### src/rtl/mac_sequencer.sv
// mac_sequencer: sequences one 8-bit MAC dot product from a weight/activation memory
// Ports:
//   i_clk, i_reset             clock, synchronous active-low reset
//   i_start, i_abort           run request (IDLE only), cancel current run
//   i_num_inputs               pair count, clamped to N_MAX
//   o_busy, o_done, o_result   status, one-cycle done pulse, held sum
//   o_mem_addr                 memory read address (1-cycle read latency)
//   i_mem_weight, i_mem_in     memory read data
//   o_mac_weight, o_mac_in     MAC operands (0 when no valid pair)
//   o_mac_forget               drop old accumulator on pair 0
//   o_mac_oe, o_mac_reset      MAC output enable, active-high MAC reset
//   i_mac_out                  MAC accumulator (high-Z unless o_mac_oe)
module mac_sequencer #(
  parameter int N_MAX  = 16,
  parameter int ADDR_W = 4
) (
  input  logic              i_clk,
  input  logic              i_reset,
  input  logic              i_start,
  input  logic              i_abort,
  input  logic [ADDR_W:0]   i_num_inputs,
  output logic              o_busy,
  output logic              o_done,
  output logic [7:0]        o_result,
  output logic [ADDR_W-1:0] o_mem_addr,
  input  logic [7:0]        i_mem_weight,
  input  logic [7:0]        i_mem_in,
  output logic [7:0]        o_mac_weight,
  output logic [7:0]        o_mac_in,
  output logic              o_mac_forget,
  output logic              o_mac_oe,
  output logic              o_mac_reset,
  input  logic [7:0]        i_mac_out
);
  localparam logic [2:0] S_IDLE  = 3'd0;
  localparam logic [2:0] S_FETCH = 3'd1;
  localparam logic [2:0] S_DRAIN = 3'd2;
  localparam logic [2:0] S_READ  = 3'd3;
  localparam logic [2:0] S_DONE  = 3'd4;
  localparam logic [ADDR_W:0] C_NMAX = N_MAX[ADDR_W:0];
  localparam logic [ADDR_W:0] C_ONE  = {{ADDR_W{1'b0}}, 1'b1};
  logic [2:0]      r_state;
  logic [ADDR_W:0] r_n;
  logic [ADDR_W:0] r_cnt;
  logic            r_valid;
  logic            r_first;
  logic            r_forget;
  logic            r_abort;
  logic [7:0]      r_result;
  logic [ADDR_W:0] w_n;
  logic            w_abort;
  logic            w_last;
  assign w_n     = (i_num_inputs > C_NMAX) ? C_NMAX : i_num_inputs;
  assign w_abort = i_abort && (r_state != S_IDLE);
  assign w_last  = r_cnt == r_n - C_ONE;
  always_ff @(posedge i_clk) begin
    if (!i_reset) begin
      r_state  <= S_IDLE;
      r_n      <= '0;
      r_cnt    <= '0;
      r_valid  <= 1'b0;
      r_first  <= 1'b0;
      r_forget <= 1'b0;
      r_abort  <= 1'b0;
      r_result <= '0;
    end else begin
      r_abort  <= w_abort;
      // memory data trails the address by one cycle; forget trails pair 0 by one more
      r_valid  <= (r_state == S_FETCH) && !i_abort;
      r_first  <= (r_state == S_FETCH) && (r_cnt == '0) && !i_abort;
      r_forget <= r_first && !i_abort;
      if (w_abort) begin
        r_state <= S_IDLE;
        r_cnt   <= '0;
      end else begin
        case (r_state)
          S_IDLE: if (i_start) begin
            r_n     <= w_n;
            r_cnt   <= '0;
            r_state <= (w_n == '0) ? S_DONE : S_FETCH;
            if (w_n == '0) r_result <= '0;
          end
          S_FETCH: begin
            r_cnt   <= w_last ? '0 : r_cnt + C_ONE;
            r_state <= w_last ? S_DRAIN : S_FETCH;
          end
          S_DRAIN: begin
            r_cnt   <= (r_cnt == C_ONE) ? '0 : r_cnt + C_ONE;
            r_state <= (r_cnt == C_ONE) ? S_READ : S_DRAIN;
          end
          S_READ: begin
            r_result <= i_mac_out;
            r_state  <= S_DONE;
          end
          default: r_state <= S_IDLE;
        endcase
      end
    end
  end
  assign o_busy       = r_state != S_IDLE;
  assign o_done       = r_state == S_DONE;
  assign o_result     = r_result;
  assign o_mem_addr   = (r_state == S_FETCH) ? r_cnt[ADDR_W-1:0] : '0;
  assign o_mac_weight = r_valid ? i_mem_weight : '0;
  assign o_mac_in     = r_valid ? i_mem_in : '0;
  assign o_mac_forget = r_forget;
  assign o_mac_oe     = r_state == S_READ;
  assign o_mac_reset  = !i_reset || r_abort;
endmodule

### config.mk
export PLATFORM = sky130hd
export DESIGN_NAME = mac_sequencer
export DESIGN_NICKNAME = d
export VERILOG_FILES = /design/src/rtl/mac_sequencer.sv
export SDC_FILE = /design/constraint.sdc
export NUM_CORES = 1
export LEC_CHECK = 0
export ABC_AREA = 1
export CORE_MARGIN = 1.5
export CORE_UTILIZATION = 42
export DETAILED_ROUTE_END_ITERATION = 8
export HOLD_SLACK_MARGIN = 0.02
export PLACE_DENSITY = 0.8
export SYNTH_ARGS = -nofsm -noshare
export SYNTH_HDL_FRONTEND = slang
export SYNTH_SLANG_ARGS = --single-unit
### constraint.sdc
create_clock -name i_clk -period 2 [get_ports i_clk]
set_input_delay 0.6 -clock i_clk [delete_from_list [all_inputs] [get_ports i_clk]]
set_output_delay 0.6 -clock i_clk [all_outputs]
set_load 0.005 [all_outputs]
**Word-level counts from Yosys, hierarchy flattened**

Cells that the tools add are included.

- Input bits: 33
- Register bits after elaboration: 25
- Word-level logic and storage cells: 55

- Bitwise logic cells: 2
- Equality and inequality tests: 8
- Reductions and logical operators: 18
- Add/sub/neg operators: 2
- Multiplexer cells: 16
- Magnitude comparators: 1

Operators by type and width:

| kind | count |
|---|---|
| two-way mux 8 bit | 4 |
| two-way mux 5 bit | 4 |
| one-hot mux 8 bit (2 select lines) | 1 |
| one-hot mux 5 bit (3 select lines) | 1 |
| one-hot mux 3 bit (4 select lines) | 1 |
| zero test 5 bit | 2 |
| == test 3 x 2 -> 1 bit (second input constant) | 2 |
| two-way mux 3 bit | 2 |
| nonzero test 3 bit | 2 |
| adder 5 x 1 -> 5 bit (second input constant) | 1 |
| == test 5 x 1 -> 1 bit (second input constant) | 1 |
| == test 5 bit | 1 |
| greater-than comparator 5 bit (second input constant) | 1 |
| logical AND 1 bit | 5 |
| subtractor 5 x 1 -> 5 bit (second input constant) | 1 |
| two-way mux 4 bit | 1 |
| inequality test 2 bit (second input constant) | 2 |
| AND reduction 4 bit | 1 |
| == test 3 x 1 -> 1 bit (second input constant) | 1 |
| == test 3 bit (second input constant) | 1 |
| zero test 3 bit | 1 |
| AND reduction 3 bit | 1 |
| zero test 1 bit | 2 |
| two-way mux 2 bit | 1 |
| 6 further kinds | 7 |

**Depth between registers and ports, before layout**

- Word-level depth: 6
- Depth in mapped cells: 13
- Gate-level depth less buffers: 13

**Worst setup path before layout**

Ideal clock, no wire load.

- Path kind: input to output
- Start: input port i_reset
- End: output port o_mac_reset
- Setup slack: 0.419 ns
- Buffers on the path: 0
- Stages on the path: 2
- Data arrival time: 0.981 ns
- Path through: inv_1 -> or2_2

- Cells in the longest elaborated chain, start to end: 2

RTL lines:

| item | RTL line | text |
|---|---|---|
| start, declared | 18 | `input logic i_reset,` |
| zero test 1 bit | 108 | `assign o_mac_reset = !i_reset \|\| r_abort;` |
| logical OR 1 bit | 108 |  |
| end, declared | 32 | `output logic o_mac_reset,` |

No other way between the ends.

**Worst setup path after layout**

- Start: input port i_mem_weight[5]
- End: output port o_mac_weight[5]

- Cells in the longest elaborated chain, start to end: 1

RTL lines:

| item | RTL line | text |
|---|---|---|
| start, declared | 26 | `input logic [7:0] i_mem_weight,` |
| two-way mux 8 bit | 104 | `assign o_mac_weight = r_valid ? i_mem_weight : '0;` |
| end, declared | 28 | `output logic [7:0] o_mac_weight,` |

No other way between the ends.

==> metrics.txt <==
Ports 66; Final Skew 0.00150 ns; total CTS buffers 3; Clock Pin Slew Worst Setup and Hold Paths 0.13 ns; PortBufs 65; DP Area 2240 um^2; Final HPWL DP 2840 um; crit-path cells clkdlybuf4s50_1 > nand2_1 > inv_1 > dlygate4sd2_1; DRT Pass-1 Iters 4; Net Count, Synth 275; row count 21; Filler cells 301; worst r2r src r_n[0]; max frequency 506 MHz; Hold EP o_mac_forget; Synth Flop Type dfxtp_1; worst hold stages 2; Routed WL 3620 um; Tmin final 1.98 ns; endpoints failing hold 0; Post-synth EDFFs 0; async set-or-reset flop fraction in the synthesized netlist 0%; Die Wd 63.0 um; run status complete, no violations; Syn Inst Count 238; Worst path depth 4; Yosys reg bits 25; min-delay src r_first; Total GRT Usage 19.6%; worst reg2reg endpoint r_cnt[4]; CP bufs+invs 3; hold_buf cts 0; post-synthesis sequential area ratio 33.1%; Worst-Margin Slew 0.295 ns; Worst R2R Path Depth 13; register area 513 um^2; relative slew slack 80.3%; Root Buffer clkbuf_4; synthesized area per cell 6.35 um^2; layout cells sized above 1 14.3%; P per Cell Area 433 nW/um^2; # nets final 352; area of the multi-input gates 822 um^2; Mapped Area 1510 um^2; Final Cell Area 2310 um^2; Max-cap violations 0; post-layout util 68.2%; # H-tree levels 1; Initial Utilization 44.6%; Top delay family on crit path buffers and inverters; vias in the first global route 1572; final RePlAce weighted congestion 0.859; CTS tree yes; grt ovf 0; VDD IR max 0.315 mV; CP endpoint kind output pin; Critical Path AT 1.38 ns; Via density 4.60; largest net degree at the start of global routing 17; Area Overhead vs Synth 53.0%; Worst Hold Class reg -> reg; vias 1655; Worst-Skew Late Latency 0.32 ns; RSZ-0062 raised after global routing false; Final ANT Viol Nets 0; Ys Warns 0; critical path class in -> out; first-pass GRT wire length 6510 um; Largest stage delay, worst path 0.46 ns; Tcrit/Tclk final 98.8%; Initial DRC Count 56; setup slack, reg-to-reg 0.39 ns; CP Data Required Time 1.40 ns; clk sinks 25; DRC 0; wire per inst 10.0 um; Setup TNS Final 0 ns; Final setup viols 0; die area 3970 um^2; Core Area 3390 um^2; CP max stage cell clkdlybuf4s50_1; Die H 63.0 um; critical path startpoint category input port; Netlist cell types 28; WHS 0.417 ns; LEAKAGE 1.21 nW; Antenna Diode Count 0; max-slew violations 0; crit-path max FO 1; CTS Buffer Depth 2; antenna violations before repair 0
## cell usage in the layout, fill, tap and decap left out
cell	n
a21oi_4	1
dfxtp_4	3
clkbuf_4	3
nor2_4	3
dfxtp_1	21
inv_4	3
dfxtp_2	1
nand2_1	72
o22ai_1	1
nand3_1	27
a22oi_1	1
dlygate4sd2_1	8
or2_2	2
nor3_1	2
clkinv_2	2
inv_1	41
clkdlybuf4s15_1	10
xor2_1	3
a211oi_1	1
nand4_1	1
clkbuf_2	5
o21ai_0	1
a31oi_1	1
nor2_2	2
nand2_4	4
buf_4	12
dlymetal6s2s_1	2
inv_2	1
nand2_2	1
nand3_4	1
a21oi_1	12
ha_1	4
clkdlybuf4s50_1	40
or2_4	1
nor2_1	21
## through the flow
step	worst slack (ns)	total power [mW]	cells
finish	0.0233	1.00	360
floorplan	0.419	0.661	238
CTS	-0.158	1.01	360
detailed placement	-0.396	0.784	351
global route	0.000197	1.07	360
global placement	-0.401	0.781	351
## cell usage after synthesis (2+ instances only)
master | instances | share of area [%]
xor2_1 | 3 | 1.7
dfxtp_1 | 25 | 33
nor2_2 | 3 | 1.2
inv_1 | 42 | 10
clkbuf_1 | 3 | 0.74
ha_1 | 4 | 3.3
nand2_4 | 4 | 3.0
or2_2 | 3 | 1.2
nor2_1 | 21 | 5.2
a21oi_1 | 12 | 4.0
nor2_4 | 2 | 1.5
nand3_1 | 27 | 8.9
nand2_1 | 72 | 18
nor3_1 | 2 | 0.66
inv_2 | 2 | 0.50
## how the worst max path moves through the flow
stage / start / end / slack (ns)
after floorplan: i_reset / o_mac_reset / 0.42
after global placement: i_reset / o_mac_reset / -0.40
after detailed placement: i_reset / o_mac_reset / -0.40
after CTS: i_reset / o_mac_reset / -0.16
after global routing: i_mem_weight[4] / o_mac_weight[4] / 0.0002
final: i_mem_weight[5] / o_mac_weight[5] / 0.02
## per-layer routing
metal / GRT usage, % / vias to the layer above / share of wire [%]
li1: - / 872 / -
met1: 23.8 / 730 / 44
met2: 34.2 / 51 / 48
met3: 4.68 / 2 / 7.7
met4: 5.28 / 0 / 0.36
met5: 0 / - / 0
## flip-flops by register name, summed over array words and instances, names as in the netlist
name and count:
r_n 5, r_first 1, r_state 3, r_abort 1
o_result 8, r_valid 1, r_cnt 5, o_mac_forget 1
## report_power, final
part	switching, mW	leakage [nW]	internal, mW
sequential	0.00936	0.205	0.509
combinational	0.128	0.983	0.130
clock	0.151	0.0177	0.0749
## final cells by class
class	count	share of cell area, %
clock inverters	1	0.216
repair buffers	77	30.7
well taps	46	2.49
inverters	46	7.85
multi-input cells	162	35.6
flip-flops and latches	25	22.2
clock buffers	3	0.974
## tightest hold or removal path, stage by stage (launching register included)
cell,delay [ns]
dfxtp_1,0.32
inv_1,0.04
nor2_1,0.03
## cell families after synthesis
kind of cell,count (synthesis),share of synthesized area (%)
simple gates,137,41.1
buf+inv,51,13.5
flops,25,33.1
compound gates,18,7.20
fa+ha+maj,4,3.31
xor+xnor,3,1.74
## what timing repair did
action                                  CTS  global route
resized for setup                        36            22
pin swaps                                 1             0
endpoints found under the setup margin   24            16
buffers inserted                          5             0
Note: power is estimated with default switching activity, not from simulation.
